$ cat src/rtl/patch_reducer_scheduler.sv
// patch_reducer_scheduler
//   Controller for a bank of patch row reducers. Configuration records are
//   taken from an upstream queue and handed to the lowest-index free reducer
//   with a one-cycle init pulse. Finished row sums are collected round-robin,
//   forwarded downstream with the producing reducer's index, and then acked.
//   Each reducer is tracked as busy from dispatch until its sum is acked.
//
// Ports
//   dram_clk      sole clock, rising edge
//   reset_n       asynchronous active-low reset
//   cfg_valid     upstream record valid
//   cfg_ready     a reducer is free, record accepted this cycle if valid
//   cfg_topbtm    {do_top,do_btm} forwarded on the target's init pair
//   cfg_data      record payload, broadcast to all reducers
//   init          per-reducer init, bits [2i+1:2i], one-cycle pulse
//   config_data   registered copy of the last dispatched cfg_data
//   sum_rdy       per-reducer sum ready, bits [2i+1:2i], nonzero = ready
//   sum           per-reducer sums, slice i
//   sum_ack       one-cycle ack to the reducer whose sum was delivered
//   out_valid     collected sum valid
//   out_ready     downstream accepts
//   out_sum       collected sum
//   out_reducer   index of the reducer that produced out_sum
//   busy          reducer configured and not yet acked
//   n_dispatched  records dispatched, wraps
//   n_collected   sums delivered, wraps
//   idle          no busy reducer and no pending output
module patch_reducer_scheduler #(
  parameter int APP_DATA_WIDTH  = 256,
  parameter int N_PATCH_REDUCER = 4,
  parameter int ROW_SUM_SIZE    = 32,
  parameter int CNT_SIZE        = 16,
  localparam int IDX_W          = $clog2(N_PATCH_REDUCER)
) (
  input  logic                                    dram_clk,
  input  logic                                    reset_n,
  input  logic                                    cfg_valid,
  output logic                                    cfg_ready,
  input  logic [1:0]                              cfg_topbtm,
  input  logic [APP_DATA_WIDTH-1:0]               cfg_data,
  output logic [2*N_PATCH_REDUCER-1:0]            init,
  output logic [APP_DATA_WIDTH-1:0]               config_data,
  input  logic [2*N_PATCH_REDUCER-1:0]            sum_rdy,
  input  logic [ROW_SUM_SIZE*N_PATCH_REDUCER-1:0] sum,
  output logic [N_PATCH_REDUCER-1:0]              sum_ack,
  output logic                                    out_valid,
  input  logic                                    out_ready,
  output logic [ROW_SUM_SIZE-1:0]                 out_sum,
  output logic [IDX_W-1:0]                        out_reducer,
  output logic [N_PATCH_REDUCER-1:0]              busy,
  output logic [CNT_SIZE-1:0]                     n_dispatched,
  output logic [CNT_SIZE-1:0]                     n_collected,
  output logic                                    idle
);

  localparam int unsigned NR = N_PATCH_REDUCER;

  localparam logic [1:0] C_SCAN = 2'd0;
  localparam logic [1:0] C_HOLD = 2'd1;
  localparam logic [1:0] C_ACK  = 2'd2;

  logic [1:0]                       r_state;
  logic [N_PATCH_REDUCER-1:0]       r_busy;
  logic [2*N_PATCH_REDUCER-1:0]     r_init;
  logic [APP_DATA_WIDTH-1:0]        r_config_data;
  logic [N_PATCH_REDUCER-1:0]       r_sum_ack;
  logic                             r_out_valid;
  logic [ROW_SUM_SIZE-1:0]          r_out_sum;
  logic [IDX_W-1:0]                 r_out_reducer;
  logic [IDX_W-1:0]                 r_rr_ptr;
  logic [CNT_SIZE-1:0]              r_n_disp;
  logic [CNT_SIZE-1:0]              r_n_coll;

  logic [N_PATCH_REDUCER-1:0]       w_free;
  logic                             w_disp;
  logic [IDX_W-1:0]                 w_tgt;
  logic                             w_tgt_found;
  logic [N_PATCH_REDUCER-1:0]       w_cand;
  logic [IDX_W-1:0]                 w_pick;
  logic                             w_found;
  int unsigned                      w_idx;
  logic [ROW_SUM_SIZE-1:0]          w_sums [N_PATCH_REDUCER];
  logic [2*N_PATCH_REDUCER-1:0]     w_init_nxt;
  logic [N_PATCH_REDUCER-1:0]       w_set;
  logic [N_PATCH_REDUCER-1:0]       w_clr;
  logic [N_PATCH_REDUCER-1:0]       w_ack_nxt;
  logic                             w_out_hs;

  assign w_free    = ~r_busy;
  assign cfg_ready = |w_free;
  assign w_disp    = cfg_valid && cfg_ready;
  assign w_out_hs  = (r_state == C_HOLD) && r_out_valid && out_ready;

  // Lowest-index free reducer receives the next record.
  always_comb begin
    w_tgt       = '0;
    w_tgt_found = 1'b0;
    for (int unsigned k = 0; k < NR; k++) begin
      if (!w_tgt_found && w_free[k[IDX_W-1:0]]) begin
        w_tgt       = IDX_W'(k);
        w_tgt_found = 1'b1;
      end
    end
  end

  // Per-reducer decode; the C_ACK clear always targets a busy reducer, which
  // can never be the dispatch target, so set and clear never hit one bit.
  for (genvar g = 0; g < N_PATCH_REDUCER; g++) begin : g_red
    assign w_cand[g]            = r_busy[g] && (|sum_rdy[2*g +: 2]);
    assign w_sums[g]            = sum[g*ROW_SUM_SIZE +: ROW_SUM_SIZE];
    assign w_set[g]             = w_disp && (w_tgt == IDX_W'(g));
    assign w_clr[g]             = (r_state == C_ACK) && (r_out_reducer == IDX_W'(g));
    assign w_ack_nxt[g]         = w_out_hs && (r_out_reducer == IDX_W'(g));
    assign w_init_nxt[2*g +: 2] = w_set[g] ? cfg_topbtm : 2'b00;
  end

  // First candidate at or after the round-robin pointer, wrapping modulo N.
  always_comb begin
    w_found = 1'b0;
    w_pick  = '0;
    w_idx   = 0;
    for (int unsigned k = 0; k < NR; k++) begin
      w_idx = int'(r_rr_ptr) + k;
      if (w_idx >= NR) w_idx = w_idx - NR;
      if (!w_found && w_cand[w_idx[IDX_W-1:0]]) begin
        w_found = 1'b1;
        w_pick  = IDX_W'(w_idx);
      end
    end
  end

  always_ff @(posedge dram_clk or negedge reset_n) begin
    if (!reset_n) begin
      r_init        <= '0;
      r_config_data <= '0;
      r_n_disp      <= '0;
      r_busy        <= '0;
    end else begin
      r_init <= w_init_nxt;
      r_busy <= (r_busy | w_set) & ~w_clr;
      if (w_disp) begin
        r_config_data <= cfg_data;
        r_n_disp      <= r_n_disp + CNT_SIZE'(1);
      end
    end
  end

  always_ff @(posedge dram_clk or negedge reset_n) begin
    if (!reset_n) begin
      r_state       <= C_SCAN;
      r_sum_ack     <= '0;
      r_out_valid   <= 1'b0;
      r_out_sum     <= '0;
      r_out_reducer <= '0;
      r_rr_ptr      <= '0;
      r_n_coll      <= '0;
    end else begin
      case (r_state)
        C_SCAN: begin
          if (w_found) begin
            r_out_sum     <= w_sums[w_pick];
            r_out_reducer <= w_pick;
            r_out_valid   <= 1'b1;
            r_state       <= C_HOLD;
          end
        end
        C_HOLD: begin
          if (w_out_hs) begin
            r_out_valid <= 1'b0;
            r_sum_ack   <= w_ack_nxt;
            r_n_coll    <= r_n_coll + CNT_SIZE'(1);
            r_rr_ptr    <= (r_out_reducer == IDX_W'(NR - 1)) ? '0
                                                             : r_out_reducer + IDX_W'(1);
            r_state     <= C_ACK;
          end
        end
        C_ACK: begin
          r_sum_ack <= '0;
          r_state   <= C_SCAN;
        end
        default: r_state <= C_SCAN;
      endcase
    end
  end

  assign init         = r_init;
  assign config_data  = r_config_data;
  assign sum_ack      = r_sum_ack;
  assign out_valid    = r_out_valid;
  assign out_sum      = r_out_sum;
  assign out_reducer  = r_out_reducer;
  assign busy         = r_busy;
  assign n_dispatched = r_n_disp;
  assign n_collected  = r_n_coll;
  assign idle         = (r_busy == '0) && !r_out_valid;

endmodule

$ cat config.mk
export PLATFORM = sky130hd
export DESIGN_NAME = patch_reducer_scheduler
export DESIGN_NICKNAME = d
export VERILOG_FILES = /design/src/rtl/patch_reducer_scheduler.sv
export SDC_FILE = /design/constraint.sdc
export NUM_CORES = 1
export LEC_CHECK = 0
export CAP_MARGIN = 15
export CORE_AREA = 2 2 288 290
export DETAILED_ROUTE_END_ITERATION = 12
export DIE_AREA = 0 0 290 292
export SYNTH_ARGS = -nofsm -noshare
export SYNTH_HDL_FRONTEND = slang
export SYNTH_SLANG_ARGS = --single-unit
$ cat constraint.sdc
create_clock -name dram_clk -period 5.05 [get_ports dram_clk]
set_clock_uncertainty 0.15 [all_clocks]
set_input_delay 1.515 -clock dram_clk [delete_from_list [all_inputs] [get_ports dram_clk]]
set_output_delay 1.515 -clock dram_clk [all_outputs]
set_load 0.005 [all_outputs]
Yosys cells after proc, flatten, opt, wreduce, memory -nomap -nowiden --
Cells that the tools add are included.
Word-level totals: flip-flop bits (word level) 343, input port bits 398, output and inout port bits 341, logic and storage cells 136
Operators by class: $add $sub $neg 10, $lt $le $gt $ge 9, equal/unequal tests 10, multiplexer cells 42, bitwise logic cells 5, reductions and logical operators 49
Operators with widths (count):
- 32-bit binary-select mux with 2-bit select | 1
- 32-bit 2-to-1 mux | 2
- 2-bit 2-to-1 mux | 17
- 16-bit by 1-bit adder with 16-bit output, second input constant | 2
- 1-bit logical AND | 26
- 1-bit 2-to-1 mux | 14
- 3-bit greater-or-equal comparator, second input constant | 4
- 2-bit by 3-bit less-than comparator with 1-bit output, second input constant | 4
- 2-bit equality test, second input constant | 5
- 1-bit binary-select mux with 2-bit select | 4
- 4-bit inverter | 2
- 4-bit case mux with 2 select lines | 1
- 2-bit AND reduction | 4
- 2-bit OR reduction | 4
- 2-bit by 1-bit subtractor with 2-bit output, second input constant | 4
- 1-bit logical NOT | 7
- 2-bit by 2-bit adder with 3-bit output, second input constant | 2
- 2-bit by 1-bit equality test with 1-bit output, second input constant | 3
- 2-bit logical NOT | 3
- 4-bit bitwise AND | 1
- 4-bit logical NOT | 1
- 4-bit 2-to-1 mux | 1
- 2-bit inequality test, second input constant | 2
- 4-bit bitwise OR | 1
- 9 further kinds | 10

Logic depth before layout (Yosys ltp) --
Gate-level depths: netlist of run 1.
depth in word-level cells 18, mapped depth 8, gate-level depth less buffers 6

Worst setup path after synthesis of run 1 --
No wires, ideal clock.
kind input -> register, start input sum_rdy[3], end register r_out_sum[10] (netlist: out_sum[10]), library setup time 0.142 ns, data arrival time 3.076 ns, data required time 4.758 ns, setup slack 1.682 ns, stages on the path 8, buffers on the path 3, cell sequence o21ai_1 > or3b_1 > buf_2 > and3_1 > buf_6 > buf_6 > a2111oi_2 > a211oi_1
Between the ends: word-level cells in the longest chain between the ends 18, elaborated cells on any way between the ends 29, those cells by class mux (19); bitwise (1); reduce/logical (9)
Ends and longest elaborated chain:
- start: declaration | RTL line 43 | input logic [2*N_PATCH_REDUCER-1:0] sum_rdy,
- 2-bit OR reduction * | RTL line 109 | assign w_cand[g] = r_busy[g] && (|sum_rdy[2*g +: 2]);
- 1-bit logical AND * | RTL line 109
- 1-bit binary-select mux with 2-bit select | RTL line 125 | if (!w_found && w_cand[w_idx[IDX_W-1:0]]) begin
- 1-bit 2-to-1 mux (implied by the code) | RTL line 125
- 1-bit 2-to-1 mux | RTL line 125
- 1-bit logical NOT | RTL line 125
- 1-bit logical AND | RTL line 125
- 1-bit 2-to-1 mux | RTL line 125
- 1-bit logical NOT | RTL line 125
- 1-bit logical AND | RTL line 125
- 1-bit 2-to-1 mux | RTL line 125
- 1-bit logical NOT | RTL line 125
- 1-bit logical AND | RTL line 125
- 2-bit 2-to-1 mux | RTL line 125
- 2-bit inverter with 3-bit output (implied by the code) | RTL line 161 | r_out_sum <= w_sums[w_pick];
- 32-bit binary-select mux with 2-bit select | RTL line 161
- 32-bit 2-to-1 mux (implied by the code) (2 in a row) | RTL line 161
- end signal: assignment | RTL line 161
- end: declaration | RTL line 68 | logic [ROW_SUM_SIZE-1:0] r_out_sum;
Every way passes the cells marked *; elsewhere a longest branch is shown, timed or not. The select of a mux whose other input is x is not followed. A chain may end at the register's enable or synchronous reset.

Worst setup path in the final report of run 1 --
start register r_busy[1] (netlist: busy[1]), end output idle
Between the ends: word-level cells in the longest chain between the ends 2
Ends and longest elaborated chain:
- start: declaration | RTL line 63 | logic [N_PATCH_REDUCER-1:0] r_busy;
- start signal: assignment | RTL line 140 | r_busy <= (r_busy | w_set) & ~w_clr;
- 4-bit logical NOT | RTL line 195 | assign idle = (r_busy == '0) && !r_out_valid;
- 1-bit logical AND | RTL line 195
- end: declaration | RTL line 53 | output logic idle
Every way passes these cells.

==> results.tsv, run 1 <==
metric	value	unit
n_antenna_cell	0	
finalMaxSlewViolations	0	
grt_antenna_before_repair	1	
dpl_cell_area	23200	sq um
p_leak	11.2	nW
clkTransAtPathRegs	0.05	ns
die_height	292	um
maxCapViolations	0	
final_area	24500	sq um
core	81600	sq um
hold_class	register to register	
ios	739	
via_count	13300	
drt_iter0_drc	526	
cts_buffers	43	
finalHoldViolations	0	
synth_area_leader_cell	dfrtp_1	
drt_wl_total	56.2	mm
clock_sinks	343	
post-dp-hpwl	42.6	mm
synth_ff_type	dfrtp_1	
netlist_area	14400	sq um
drt_pass1_iterations	4	
cts_tree	done	
ys_warn_count	0	
status	completed	
postCtsSetupRepairBufs	0	
finalSetupTns	0	ns
grt_pass1_vias	13600	
arrival	2.26	ns
gp_congestion	0.828	
grt_overflow	0	
fin_crit_sh	77.8	%
place_ws	0.777	ns
start_util	17.6	%
worstPathMaxFanout	9	
ir_drop	0.264	mV
synthCells	1562	
grt_usage	12.8	%
cts.path.max_buffers	3	
grt_first_pass_wirelength	84.6	mm
maxSlewHeadroom	33.2	%
fmax	255	MHz
fin_ws	1.12	ns
die-area	84700	sq um
p_total	14.3	mW
syn_nets	1966	
async_reset_ff_share	100	%
synthTopCellsByArea	dfrtp_1 (60%), nand2_1 (21%), a2111oi_2 (3.0%)	
setup_viol_count_final	0	
yosysSeqAreaShare	59.8	%
drive_gt1_share	6.53	%
crit_type	register to primary output	
wl_per_cell	16.6	um
worst_pin_slew	1.00	ns
die_w	290	um
area_growth	71.0	%
cts-root-buf	clkbuf_16	
crit_required	3.39	ns
yosysTopAreaCellShare	59.8	%
clock_latency	0.55	ns
cp-end-kind	primary output	
min_period	3.93	ns
rows	105	
cts_hold_buf	0	
finalNetCount	2701	
power.density	581	nW/um^2
grt_max_degree	97	
ant_nets	0	
synth.avg_cell_area	9.19	sq um
h-tree-depth	2	
viasPerCell	3.93	
synth_edf_count	0	
rsz0062_at_grt	false	
route.detailed.drc	0	
cp-start-kind	register	
port_buffers	738	
post_cts_resized	0	
synth_seq_cells	343	
synth.distinct_cells	49	
holdWs	0.320	ns
[metal layers]
layer / track usage (%) / up-vias / share of wire [%]
met3: 3.39 / 94 / 7.2
li1: - / 6456 / -
met4: 4.65 / 0 / 3.1
met1: 15.7 / 6234 / 41
met2: 21.6 / 560 / 48
met5: 0 / - / 0
[worst max-delay path, stage by stage (launching register included)]
cell	delay [ns]
dfrtp_1	0.54
or4_1	0.57
nor2_1	0.09
clkdlybuf4s50_1	0.51
[state kept, by name, indices dropped and copies added, names as in the netlist]
name and count:
r_state 2, busy 4, init 8, out_valid 1, n_dispatched 16, r_rr_ptr 2
n_collected 16, out_sum 32, sum_ack 4, out_reducer 2, config_data 256
[worst paths after layout]
kind                                                    from                            to  slack (ns)  depth (start not counted)
worst min register to register  config_data[118]$_DFFE_PN0P_  config_data[118]$_DFFE_PN0P_        0.32                          2
min in group asynchronous                            reset_n  config_data[142]$_DFFE_PN0P_        0.83                          1
worst max-delay path                       busy[1]$_DFF_PN0_                          idle        1.12                          3
worst min-delay path            config_data[118]$_DFFE_PN0P_  config_data[118]$_DFFE_PN0P_        0.32                          2
worst max register to register             busy[1]$_DFF_PN0_        out_sum[0]$_DFFE_PN0P_        2.05                          5
max in group asynchronous                            reset_n   config_data[67]$_DFFE_PN0P_        2.91                          2
[layout make-up]
type,count,area (sq um)
Fill cell,8502,57000
Multi-Input combinational cell,1090,5280
Clock buffer,61,1250
Tap cell,1070,1340
Sequential cell,343,8580
Clock inverter,13,135
Inverter,37,139
Timing Repair Buffer,782,7820
[placed cells by master, fill, tap and decap left out, types with 6 or more instances in the layout]
cell type,Yosys,layout
a2111oi_2,29,29
a211oi_1,31,31
a31oi_1,33,33
buf_12,0,8
buf_4,1,36
clkbuf_1,77,10
clkbuf_16,0,45
clkbuf_8,0,6
clkdlybuf4s50_1,0,737
clkinv_2,0,8
dfrtp_1,343,343
ha_1,6,6
inv_1,37,37
mux2i_1,31,31
nand2_1,805,804
nand3_1,15,15
nand4_1,7,7
nor2_1,44,43
nor3b_1,8,8
xnor2_1,19,19
xor2_1,11,11
[report_power, final]
part | internal, mW | leakage, nW | total (mW) | switching [mW]
Clock | 1.82 | 0.679 | 3.04 | 1.22
Combinational | 3.40 | 6.26 | 6.50 | 3.10
Sequential | 3.99 | 4.22 | 4.74 | 0.750
[metrics by stage]
stage | std cells | utilization (%)
detailed placement | 3322 | 28.4
floorplan | 1562 | -
CTS | 3396 | 30.1
global placement | 3322 | 28.4
global route | 3396 | 30.1
finish | 3396 | 30.1
[cell usage after synthesis, types with 2 or more instances]
library cell / n
nand2_1: 805
dfrtp_1: 343
clkbuf_1: 77
nor2_1: 44
inv_1: 37
a31oi_1: 33
a211oi_1: 31
mux2i_1: 31
a2111oi_2: 29
xnor2_1: 19
nand3_1: 15
xor2_1: 11
nor3b_1: 8
buf_2: 7
nand4_1: 7
ha_1: 6
a21oi_1: 5
and2_1: 4
buf_6: 4
nor3_1: 4
o21ai_0: 4
and3_1: 3
o21ai_1: 3
a2111oi_0: 2
buf_1: 2
nand2b_1: 2
nor2b_1: 2
nor4_1: 2
o22a_1: 2
[kinds of logic (layout without fill, tap and decap cells)]
group,count (synthesis),in the layout,share of synthesized area [%]
simple gates,905,905,24.7
flops,343,343,59.8
buf+inv,129,893,3.68
compound gates,117,117,7.25
mux,32,32,2.24
xor+xnor,30,30,1.83
fa+ha+maj,6,6,0.523
No activity file was read; power rests on OpenSTA's default activity.
==> run 2, diff against run 1 <==
CORE_AREA = 2 2 290 292   (was 2 2 288 290)
DIE_AREA = 0 0 292 294   (was 0 0 290 292)
clock period = 3.96 ns   (was 5.05 ns; I/O delays follow)
==> results.tsv, run 2 (synthesized netlist as in run 1, its figures left out) <==
metric	value	unit	change
status	completed		
crit_required	2.62	ns	-0.77 ns
viasPerCell	3.96		+0.69%
finalNetCount	2699		-0.074%
largest_register_ffs	256		unchanged
grt_overflow	0		unchanged
seqCellArea	8580	sq um	unchanged
grt_usage	12.6	%	-0.20 points
postCtsSetupRepairBufs	0		unchanged
grt_max_degree	80		-18%
h-tree-depth	2		unchanged
critPathSlowestCell	clkdlybuf4s50_1		
cts_hold_buf	0		unchanged
crit_type	register to primary output		
maxSlewHeadroom	55.7	%	+22 points
route.detailed.drc	0		unchanged
start_util	17.3	%	-0.28 points
core	82900	sq um	+1.6%
maxCapViolations	0		unchanged
post_cts_resized	0		unchanged
final_common_cell	nand2_1		
ir_drop	0.368	mV	+40%
gp_congestion	0.848		+2.5%
area_growth	71.6	%	
port_buffers	738		unchanged
worst-path-buf-inv	1		unchanged
die-area	85800	sq um	+1.4%
cp-end-kind	primary output		
rsz0062_at_grt	false		
p_leak	11.2	nW	about the same
nFillCells	8662		+1.9%
finalSetupTns	0	ns	unchanged
clock_latency	0.56	ns	about the same
post-dp-hpwl	42.4	mm	-0.35%
cp-start-kind	register		
drt_wl_total	56.4	mm	+0.24%
cts_buffers	41		-4.7%
clock_sinks	343		unchanged
cts_tree	done		
drt_pass1_iterations	5		+1
drt_iter0_drc	555		+5.5%
hold_class	register to register		
multi_input_area	5280	sq um	unchanged
setup_viol_count_final	0		unchanged
grt_first_pass_wirelength	84.6	mm	about the same
min_period	3.56	ns	
finalHoldViolations	0		unchanged
cts-root-buf	clkbuf_16		
clkTransAtPathRegs	0.06	ns	about the same
fin_crit_sh	90.0	%	
ant_nets	0		unchanged
cpLargestDelayFamily	buffers and inverters		
die_height	294	um	+0.68%
arrival	2.22	ns	-0.04 ns
wl_per_cell	16.6	um	about the same
worst_pin_slew	0.665	ns	-0.337 ns
via_count	13500		+0.87%
ios	739		unchanged
grt_pass1_vias	13700		+1.3%
grt_antenna_before_repair	4		+3
path_cells	nand4_1, clkdlybuf4s50_1		
rows	106		+0.95%
die_w	292	um	+0.69%
power.density	747	nW/um^2	+28%
p_total	18.4	mW	+29%
finalMaxSlewViolations	0		unchanged
drive_gt1_share	6.29	%	-0.24 points
max_stage_delay	0.61	ns	+0.04 ns
worstPathMaxFanout	12		+3
cts.path.max_buffers	3		unchanged
final_cell_mix	nand2_1 (804), clkdlybuf4s50_1 (737), dfrtp_1 (343)		
fmax	281	MHz	
run 2: metrics by stage:
stage          hold WS, ns  cells  cell area, sq um  util, %  setup slack (ns)
3_5_place_dp         0.311   3332             23300     28.1             0.341
2_1_floorplan        0.318   1562             14400        -             0.919
3_3_place_gp         0.306   3332             23300     28.1             0.366
5_1_grt              0.339   3402             24600     29.7             0.222
6_report             0.318   3402             24600     29.7             0.397
4_1_cts              0.325   3400             24600     29.7             0.351
run 2: layout make-up:
| type | count | area share (%) |
|---|---|---|
| Clock buffer | 55 | 4.54 |
| Multi-Input combinational cell | 1090 | 21.4 |
| Sequential cell | 343 | 34.8 |
| Timing Repair Buffer | 782 | 32.2 |
| Antenna cell | 2 | 0.0203 |
| Tap cell | 1080 | 5.49 |
| Clock inverter | 13 | 0.874 |
| Inverter | 37 | 0.564 |
run 2: routing by layer:
layer  wire length [um]  GRT usage [%]  vias to the layer above
met5                 13              0                        -
met4               2050           5.17                        2
met3               3860           3.18                      105
met2              27300           21.1                      548
met1              23100           15.4                     6352
li1                   -              -                     6453
run 2: where the power goes:
group          leakage [nW]  total, mW  switching, mW  internal, mW
Clock                 0.651       3.87           1.56          2.31
Sequential             4.22       6.03          0.947          5.08
Combinational          6.29       8.49           4.02          4.48
Total                  11.2       18.4           6.52          11.9
run 2: final timing paths:
| path | cells past startpoint | start | endpoint | slack [ns] |
|---|---|---|---|---|
| min in group asynchronous | 1 | reset_n | config_data[147]$_DFFE_PN0P_ | 0.46 |
| max | 2 | busy[0]$_DFF_PN0_ | cfg_ready | 0.40 |
| min reg2reg | 1 | n_collected[15]$_DFFE_PN0P_ | n_collected[15]$_DFFE_PN0P_ | 0.32 |
| min | 1 | n_collected[15]$_DFFE_PN0P_ | n_collected[15]$_DFFE_PN0P_ | 0.32 |
| max reg2reg | 6 | busy[0]$_DFF_PN0_ | out_sum[31]$_DFFE_PN0P_ | 1.37 |
| max in group asynchronous | 2 | reset_n | config_data[227]$_DFFE_PN0P_ | 2.36 |
run 2: worst register-to-register path: stages (launching register included):
cell and delay [ns]:
dfrtp_1 0.59, o21ai_0 0.24, and4_1 0.28, or3_2 0.45, buf_12 0.20, a2111oi_0 0.45, a211oi_1 0.10
